==> src/rtl/md_unit_iter_if.sv <==
// Core-side bundle for the HI/LO multiply/divide unit.
// Handshake: start is accepted only on an edge where busy=0; busy then stays high until the edge that commits HI/LO (or a cancel), and done pulses for one cycle after a commit.
interface md_unit_iter_if #(
    parameter int WIDTH = 32
);
    logic [WIDTH-1:0] w1;
    logic [WIDTH-1:0] w2;
    logic [3:0]       op;
    logic             start;
    logic             hi_we;
    logic             lo_we;
    logic             cancel;
    logic             busy;
    logic             done;
    logic [WIDTH-1:0] hi;
    logic [WIDTH-1:0] lo;

    modport master (
        output w1, w2, op, start, hi_we, lo_we, cancel,
        input  busy, done, hi, lo
    );

    modport slave (
        input  w1, w2, op, start, hi_we, lo_we, cancel,
        output busy, done, hi, lo
    );
endinterface

==> src/rtl/md_unit_iter.sv <==
// Iterative HI/LO multiply/divide unit: fixed-latency multiply, radix-2 restoring divide, cancel on flush.
// Define MD_MADD_EN to build madd/maddu/msub/msubu and the 2*WIDTH accumulate adder.
module md_unit_iter #(
    parameter int WIDTH      = 32,
    parameter int MUL_CYCLES = 5
) (
    input  logic              clk,
    input  logic              reset,
    md_unit_iter_if.slave     md,
    output logic [1:0]        state_dbg
);

    localparam int W2   = 2 * WIDTH;
    localparam int CMAX = (WIDTH > MUL_CYCLES) ? WIDTH : MUL_CYCLES;
    localparam int CW   = $clog2(CMAX + 1);

    typedef enum logic [1:0] {
        S_IDLE = 2'd0,
        S_MUL  = 2'd1,
        S_DIV  = 2'd2,
        S_FIX  = 2'd3
    } state_t;

    state_t state, state_d;

    logic [WIDTH-1:0] hi_r, lo_r;
    logic             done_r;
    logic [CW-1:0]    cnt;
    logic [W2-1:0]    prod;
    logic [WIDTH-1:0] rem, quo, dvsr, dvd_raw;
    logic             sign_q, sign_r, div_zero;

    // Launch decode
    logic launch_mul, launch_div, mul_signed, div_signed;
`ifdef MD_MADD_EN
    localparam logic [1:0] ACC_NONE = 2'd0;
    localparam logic [1:0] ACC_ADD  = 2'd1;
    localparam logic [1:0] ACC_SUB  = 2'd2;
    logic [1:0] acc_mode_d, acc_mode;
`endif

    always_comb begin
        launch_mul = 1'b0;
        launch_div = 1'b0;
        mul_signed = 1'b0;
        div_signed = 1'b0;
`ifdef MD_MADD_EN
        acc_mode_d = ACC_NONE;
`endif
        case (md.op)
            4'd1: begin launch_mul = 1'b1; mul_signed = 1'b1; end
            4'd2: launch_mul = 1'b1;
            4'd3: begin launch_div = 1'b1; div_signed = 1'b1; end
            4'd4: launch_div = 1'b1;
`ifdef MD_MADD_EN
            4'd5: begin launch_mul = 1'b1; mul_signed = 1'b1; acc_mode_d = ACC_ADD; end
            4'd6: begin launch_mul = 1'b1; acc_mode_d = ACC_ADD; end
            4'd7: begin launch_mul = 1'b1; mul_signed = 1'b1; acc_mode_d = ACC_SUB; end
            4'd8: begin launch_mul = 1'b1; acc_mode_d = ACC_SUB; end
`endif
            default: ;
        endcase
    end

    // cancel outranks start, so a start in a cancel cycle is dropped
    logic accept, go_mul, go_div;
    assign accept = (state == S_IDLE) && md.start && !md.cancel;
    assign go_mul = accept && launch_mul;
    assign go_div = accept && launch_div;

    // One shared multiplier; sign- or zero-extension picks mult vs multu
    logic [W2-1:0] ext_a, ext_b, prod_d;
    assign ext_a  = mul_signed ? {{WIDTH{md.w1[WIDTH-1]}}, md.w1} : {{WIDTH{1'b0}}, md.w1};
    assign ext_b  = mul_signed ? {{WIDTH{md.w2[WIDTH-1]}}, md.w2} : {{WIDTH{1'b0}}, md.w2};
    assign prod_d = ext_a * ext_b;

    logic [WIDTH-1:0] mag_a, mag_b;
    assign mag_a = (div_signed && md.w1[WIDTH-1]) ? -md.w1 : md.w1;
    assign mag_b = (div_signed && md.w2[WIDTH-1]) ? -md.w2 : md.w2;

    logic [W2-1:0] mul_result;
    always_comb begin
        mul_result = prod;
`ifdef MD_MADD_EN
        case (acc_mode)
            ACC_ADD: mul_result = {hi_r, lo_r} + prod;
            ACC_SUB: mul_result = {hi_r, lo_r} - prod;
            default: mul_result = prod;
        endcase
`endif
    end

    // Restoring step: shift next dividend bit in, keep the subtraction if it did not borrow
    logic [WIDTH:0]   rem_sh, diff;
    logic [WIDTH-1:0] rem_next, quo_next;
    always_comb begin
        rem_sh = {rem, quo[WIDTH-1]};
        diff   = rem_sh - {1'b0, dvsr};
        if (!diff[WIDTH]) begin
            rem_next = diff[WIDTH-1:0];
            quo_next = {quo[WIDTH-2:0], 1'b1};
        end else begin
            rem_next = rem_sh[WIDTH-1:0];
            quo_next = {quo[WIDTH-2:0], 1'b0};
        end
    end

    // Sign fix-up; most-negative / -1 falls out as quotient = most-negative, remainder = 0
    logic [WIDTH-1:0] quo_fix, rem_fix;
    always_comb begin
        if (div_zero) begin
            quo_fix = {WIDTH{1'b1}};
            rem_fix = dvd_raw;
        end else begin
            quo_fix = sign_q ? -quo : quo;
            rem_fix = sign_r ? -rem : rem;
        end
    end

    // State register
    always_ff @(posedge clk or negedge reset) begin
        if (!reset) state <= S_IDLE;
        else        state <= state_d;
    end

    // Next-state logic
    always_comb begin
        state_d = state;
        case (state)
            S_IDLE: begin
                if (go_mul)      state_d = S_MUL;
                else if (go_div) state_d = S_DIV;
            end
            S_MUL:   if (md.cancel || cnt == '0) state_d = S_IDLE;
            S_DIV: begin
                if (md.cancel)      state_d = S_IDLE;
                else if (cnt == '0) state_d = S_FIX;
            end
            S_FIX:   state_d = S_IDLE;
            default: state_d = S_IDLE;
        endcase
    end

    // Outputs
    always_comb begin
        md.busy   = (state != S_IDLE);
        md.done   = done_r;
        md.hi     = hi_r;
        md.lo     = lo_r;
        state_dbg = state;
    end

    // Datapath
    always_ff @(posedge clk or negedge reset) begin
        if (!reset) begin
            hi_r     <= '0;
            lo_r     <= '0;
            done_r   <= 1'b0;
            cnt      <= '0;
            prod     <= '0;
            rem      <= '0;
            quo      <= '0;
            dvsr     <= '0;
            dvd_raw  <= '0;
            sign_q   <= 1'b0;
            sign_r   <= 1'b0;
            div_zero <= 1'b0;
`ifdef MD_MADD_EN
            acc_mode <= ACC_NONE;
`endif
        end else begin
            done_r <= 1'b0;
            case (state)
                S_IDLE: begin
                    if (go_mul) begin
                        prod <= prod_d;
                        cnt  <= CW'(MUL_CYCLES - 1);
`ifdef MD_MADD_EN
                        acc_mode <= acc_mode_d;
`endif
                    end else if (go_div) begin
                        rem      <= '0;
                        quo      <= mag_a;
                        dvsr     <= mag_b;
                        dvd_raw  <= md.w1;
                        sign_q   <= div_signed && (md.w1[WIDTH-1] ^ md.w2[WIDTH-1]);
                        sign_r   <= div_signed && md.w1[WIDTH-1];
                        div_zero <= (md.w2 == '0);
                        cnt      <= CW'(WIDTH - 1);
                    end else if (!md.cancel && !md.start) begin
                        if (md.hi_we) hi_r <= md.w1;
                        if (md.lo_we) lo_r <= md.w1;
                    end
                end
                S_MUL: begin
                    if (!md.cancel) begin
                        if (cnt == '0) begin
                            {hi_r, lo_r} <= mul_result;
                            done_r       <= 1'b1;
                        end else begin
                            cnt <= cnt - 1'b1;
                        end
                    end
                end
                S_DIV: begin
                    if (!md.cancel) begin
                        rem <= rem_next;
                        quo <= quo_next;
                        if (cnt != '0) cnt <= cnt - 1'b1;
                    end
                end
                S_FIX: begin
                    if (!md.cancel) begin
                        lo_r   <= quo_fix;
                        hi_r   <= rem_fix;
                        done_r <= 1'b1;
                    end
                end
                default: ;
            endcase
        end
    end

endmodule

==> src/flat_wrapper.sv <==
// flat-port wrapper written by rule: the top's interface ports become plain ports
module md_unit_iter_flat 
#(
    parameter int WIDTH      = 32,
    parameter int MUL_CYCLES = 5
)
  (clk, reset, state_dbg, md_w1, md_w2, md_op, md_start, md_hi_we, md_lo_we, md_cancel, md_busy, md_done, md_hi, md_lo);
  md_unit_iter_if #(.WIDTH(WIDTH)) md_i ();
  input  logic clk;
  input  logic reset;
  output logic [1:0] state_dbg;
  input wire logic [$bits(md_i.w1)-1:0] md_w1;
  input wire logic [$bits(md_i.w2)-1:0] md_w2;
  input wire logic [$bits(md_i.op)-1:0] md_op;
  input wire logic [$bits(md_i.start)-1:0] md_start;
  input wire logic [$bits(md_i.hi_we)-1:0] md_hi_we;
  input wire logic [$bits(md_i.lo_we)-1:0] md_lo_we;
  input wire logic [$bits(md_i.cancel)-1:0] md_cancel;
  output wire logic [$bits(md_i.busy)-1:0] md_busy;
  output wire logic [$bits(md_i.done)-1:0] md_done;
  output wire logic [$bits(md_i.hi)-1:0] md_hi;
  output wire logic [$bits(md_i.lo)-1:0] md_lo;
  assign md_i.w1 = md_w1;
  assign md_i.w2 = md_w2;
  assign md_i.op = md_op;
  assign md_i.start = md_start;
  assign md_i.hi_we = md_hi_we;
  assign md_i.lo_we = md_lo_we;
  assign md_i.cancel = md_cancel;
  assign md_busy = md_i.busy;
  assign md_done = md_i.done;
  assign md_hi = md_i.hi;
  assign md_lo = md_i.lo;
  md_unit_iter #(.WIDTH(WIDTH), .MUL_CYCLES(MUL_CYCLES)) u_core (.clk(clk), .reset(reset), .md(md_i), .state_dbg(state_dbg));
endmodule
==> config.mk <==
export PLATFORM = sky130hd
export DESIGN_NAME = md_unit_iter_flat
export DESIGN_NICKNAME = d
export VERILOG_FILES = /design/src/rtl/md_unit_iter_if.sv /design/src/rtl/md_unit_iter.sv /design/src/flat_wrapper.sv
export SDC_FILE = /design/constraint.sdc
export NUM_CORES = 2
export LEC_CHECK = 0
export ABC_AREA = 1
export CELL_PAD_IN_SITES_DETAIL_PLACEMENT = 0
export CELL_PAD_IN_SITES_GLOBAL_PLACEMENT = 1
export CORE_MARGIN = 3
export CORE_UTILIZATION = 50
export DETAILED_ROUTE_END_ITERATION = 16
export PLACE_DENSITY = 0.81
export SYNTH_ARGS = -nofsm -noshare
export SYNTH_HDL_FRONTEND = slang
export SYNTH_SLANG_ARGS = --single-unit
export TNS_END_PERCENT = 1
==> constraint.sdc <==
create_clock -name clk -period 2.8 [get_ports clk]
set_input_delay 0.56 -clock clk [delete_from_list [all_inputs] [get_ports clk]]
set_output_delay 0.56 -clock clk [all_outputs]
set_load 0.005 [all_outputs]
==> impl_metrics.ini <==
[outcome]
status = complete, but fails checks
violations = negative setup slack

[global_route]
top_usage_layer = met2
grt_pass1_wl_um = 388300
antenna_found_initial = 32
use_met2_pct = 61.18
grt_max_degree = 71
grt_pass1_vias = 62070
track_usage_pct = 38.45
use_met3_pct = 7.773
grt-ovfl-total = 0
use_met1_pct = 49.73

[cells_and_area]
nets = 11180
syn_to_final_growth_pct = 21.67
drive_gt1_share_pct = 17.81
n_fill_cell = 12170

[clocking]
cts_tree = yes
root_buffer = clkbuf_16
clk_pin_slew_ns = 0.07
cts.sinks = 268
clk_latency_ns = 0.59
cts_buffer_depth = 3
cts_inserted_buffers = 30
cts.htree.levels = 1

[floorplan]
top_level_ports = 142
fp.dieArea_sq_um = 137500
row_count = 133
dieHeight_um = 370.8
die_w_um = 370.8
core_area_sq_um = 131800
start_util_pct = 50.49

[timing]
period_share_pct = 310.1
setup_viol = 60
finClkSkew_ns = 0.02047
finalMaxSlewViolations = 0
worst_pin_slew_ns = 0.7584
hold_ws_ns = 0.4718
setup_ws_ns = -5.884
rsz0062_at_grt = yes
fin_crit_ns = 8.684
final_hold_viol_count = 0
maxSlewHeadroom_pct = 49.44
max_freq_mhz = 115.2

[synthesis]
synth_cells = 8365
synth-seq-cells = 268
synth_top_area_cell = fa_1
ys_top_cells_by_area = fa_1, inv_1, nand2_1, dfrtp_1, ha_1
ys.flop_type = dfrtp_1
synth_enable_flop_cells = 0
synth_seq_area_share_pct = 10.08
synth_common_cells = inv_1, nand2_1, fa_1, nor2_1, ha_1
ys_async_sr_fraction_pct = 100.0
synth.most_common_cell = inv_1
syn_area_sq_um = 66550
avgSynthCellArea_sq_um = 7.955
synth_fp_nets = 10220
synth_cell_types = 65
yosysWarnings = 0
synth_top_area_share_pct = 42.87

[route]
vias_per_cell = 5.254
wl_per_cell_um = 23.27
dr.pass1.iters = 6
initialDrtViolationCount = 4922
drc = 0
route.vias.total = 58420
finalWirelength_um = 258700
drtAntennaViolNets = 0

[worst_setup_path]
setup.worst_path.start_class = primary input
crit_type = primary input to register
path_common_cell = fa_1
arrival_ns = 9.17
reg2regPathDepth = 18
crit_path_max_incr_delay_ns = 0.63
worstSetupStartpoint = md_op[0]
required_ns = 3.29
r2r-start = u_core.quo[31]
crit_slowest_cell = fa_2
cp_max_fo = 9
ff2ff_setup_slack_ns = 0.07
endpoint_kind = register

[hold_path]
hp-start = u_core.mul_result[1]
whs_path_depth = 2
hold_class = register to register

[place]
routabilityCongestion = 1.039
dp_hpwl_um = 226500
numPortBuffers = 141

[flow_run]
cap_violations = 0
## logic make-up after synthesis
logic type,share of synthesized area [%]
adders and majority gates,49.47
DFF,10.08
and+or+nand+nor,17.15
buffers and inverters,15.23
xor gates and xnor gates,1.382
AOI/OAI and AO/OA,6.697
## metal layers
layer  share of wire, %  routed length (um)
met2                 45              116500
met4                6.7               17240
met1                 39              101400
met3                9.0               23400
met5              0.049                 128
## worst max-delay path: cells and delay by family
kind	cells	cell delay (ns)
adder cells (fa/ha/maj)	11	5.60
AND/OR/NAND/NOR	11	1.21
buffers and inverters	13	1.79
## sequential cells by signal (all words and copies together) (netlist names), 2 cells and up
register,cells
u_core.state_dbg,2
u_core.dvsr,32
u_core.md.lo,32
u_core.quo,32
u_core.dvd_raw,32
u_core.cnt,6
u_core.rem,32
u_core.md.hi,32
u_core.mul_result,64
## cell usage in the layout, fill, tap and decap left out, drive strengths merged, types with 9 or more instances in the layout
| cell type | synthesis | routed |
|---|---|---|
| a211oi | 40 | 40 |
| a21oi | 218 | 218 |
| a2bb2oi | 22 | 22 |
| a31oi | 34 | 34 |
| buf | 115 | 1197 |
| clkbuf | 245 | 45 |
| clkdlybuf4s50 | 0 | 94 |
| dfrtp | 268 | 268 |
| diode | 0 | 9 |
| fa | 1425 | 1425 |
| ha | 351 | 351 |
| inv | 2307 | 2307 |
| nand2 | 1881 | 1881 |
| nand3 | 254 | 254 |
| nand3b | 15 | 15 |
| nand4 | 56 | 56 |
| nor2 | 472 | 472 |
| nor3 | 50 | 50 |
| nor4 | 15 | 15 |
| o211ai | 34 | 34 |
| o21a | 16 | 16 |
| o21ai | 346 | 346 |
| o21bai | 12 | 12 |
| o221ai | 16 | 16 |
| or2 | 31 | 31 |
| xnor2 | 45 | 45 |
| xor2 | 60 | 60 |
## metrics by stage
stage	cell area [sq um]	std cells	setup WS (ns)	TNS (ns)	util (%)
3_5_place_dp	78370	11050	-7.037	-366.86	59.46
5_1_grt	80950	11110	-6.218	-314.21	61.42
2_1_floorplan	66650	8365	-5.675	-276.50	-
6_report	80970	11120	-5.884	-297.51	61.43
4_1_cts	80280	11110	-5.795	-298.66	60.91
3_3_place_gp	78370	11050	-6.966	-362.94	59.46
## final timing paths
| kind | to |
|---|---|
| setup / recovery | u_core.mul_result[58] |
| max in group asynchronous | u_core.cnt[2] |
| hold reg to reg | u_core.mul_result[1] |
| hold / removal | u_core.mul_result[1] |
| setup reg to reg | u_core.rem[4] |
| min in group asynchronous | u_core.dvsr[9] |
## what timing repair did
item | CTS | global route
setup buffers | 6 | 0
hold buffers | 1 | 0
hold endpoints to repair | 45 | 0
pin swaps | 51 | 35
endpoints found under the setup margin | 75 | 83
gates resized for setup | 210 | 168
## final cells by class
cell class	count	area, sq um	area share (%)
flip-flops and latches	268	6706	8.283
clock buffers	43	890.9	1.100
inverters	2308	8673	10.71
well taps	1755	2196	2.712
multi-input cells	5429	51190	63.23
repair buffers	1297	11180	13.81
clock inverters	10	106.4	0.1314
diodes	9	22.52	0.02782
Power is not shown: default switching activity piles up to over one toggle a cycle in this logic, so the estimate is an artifact.
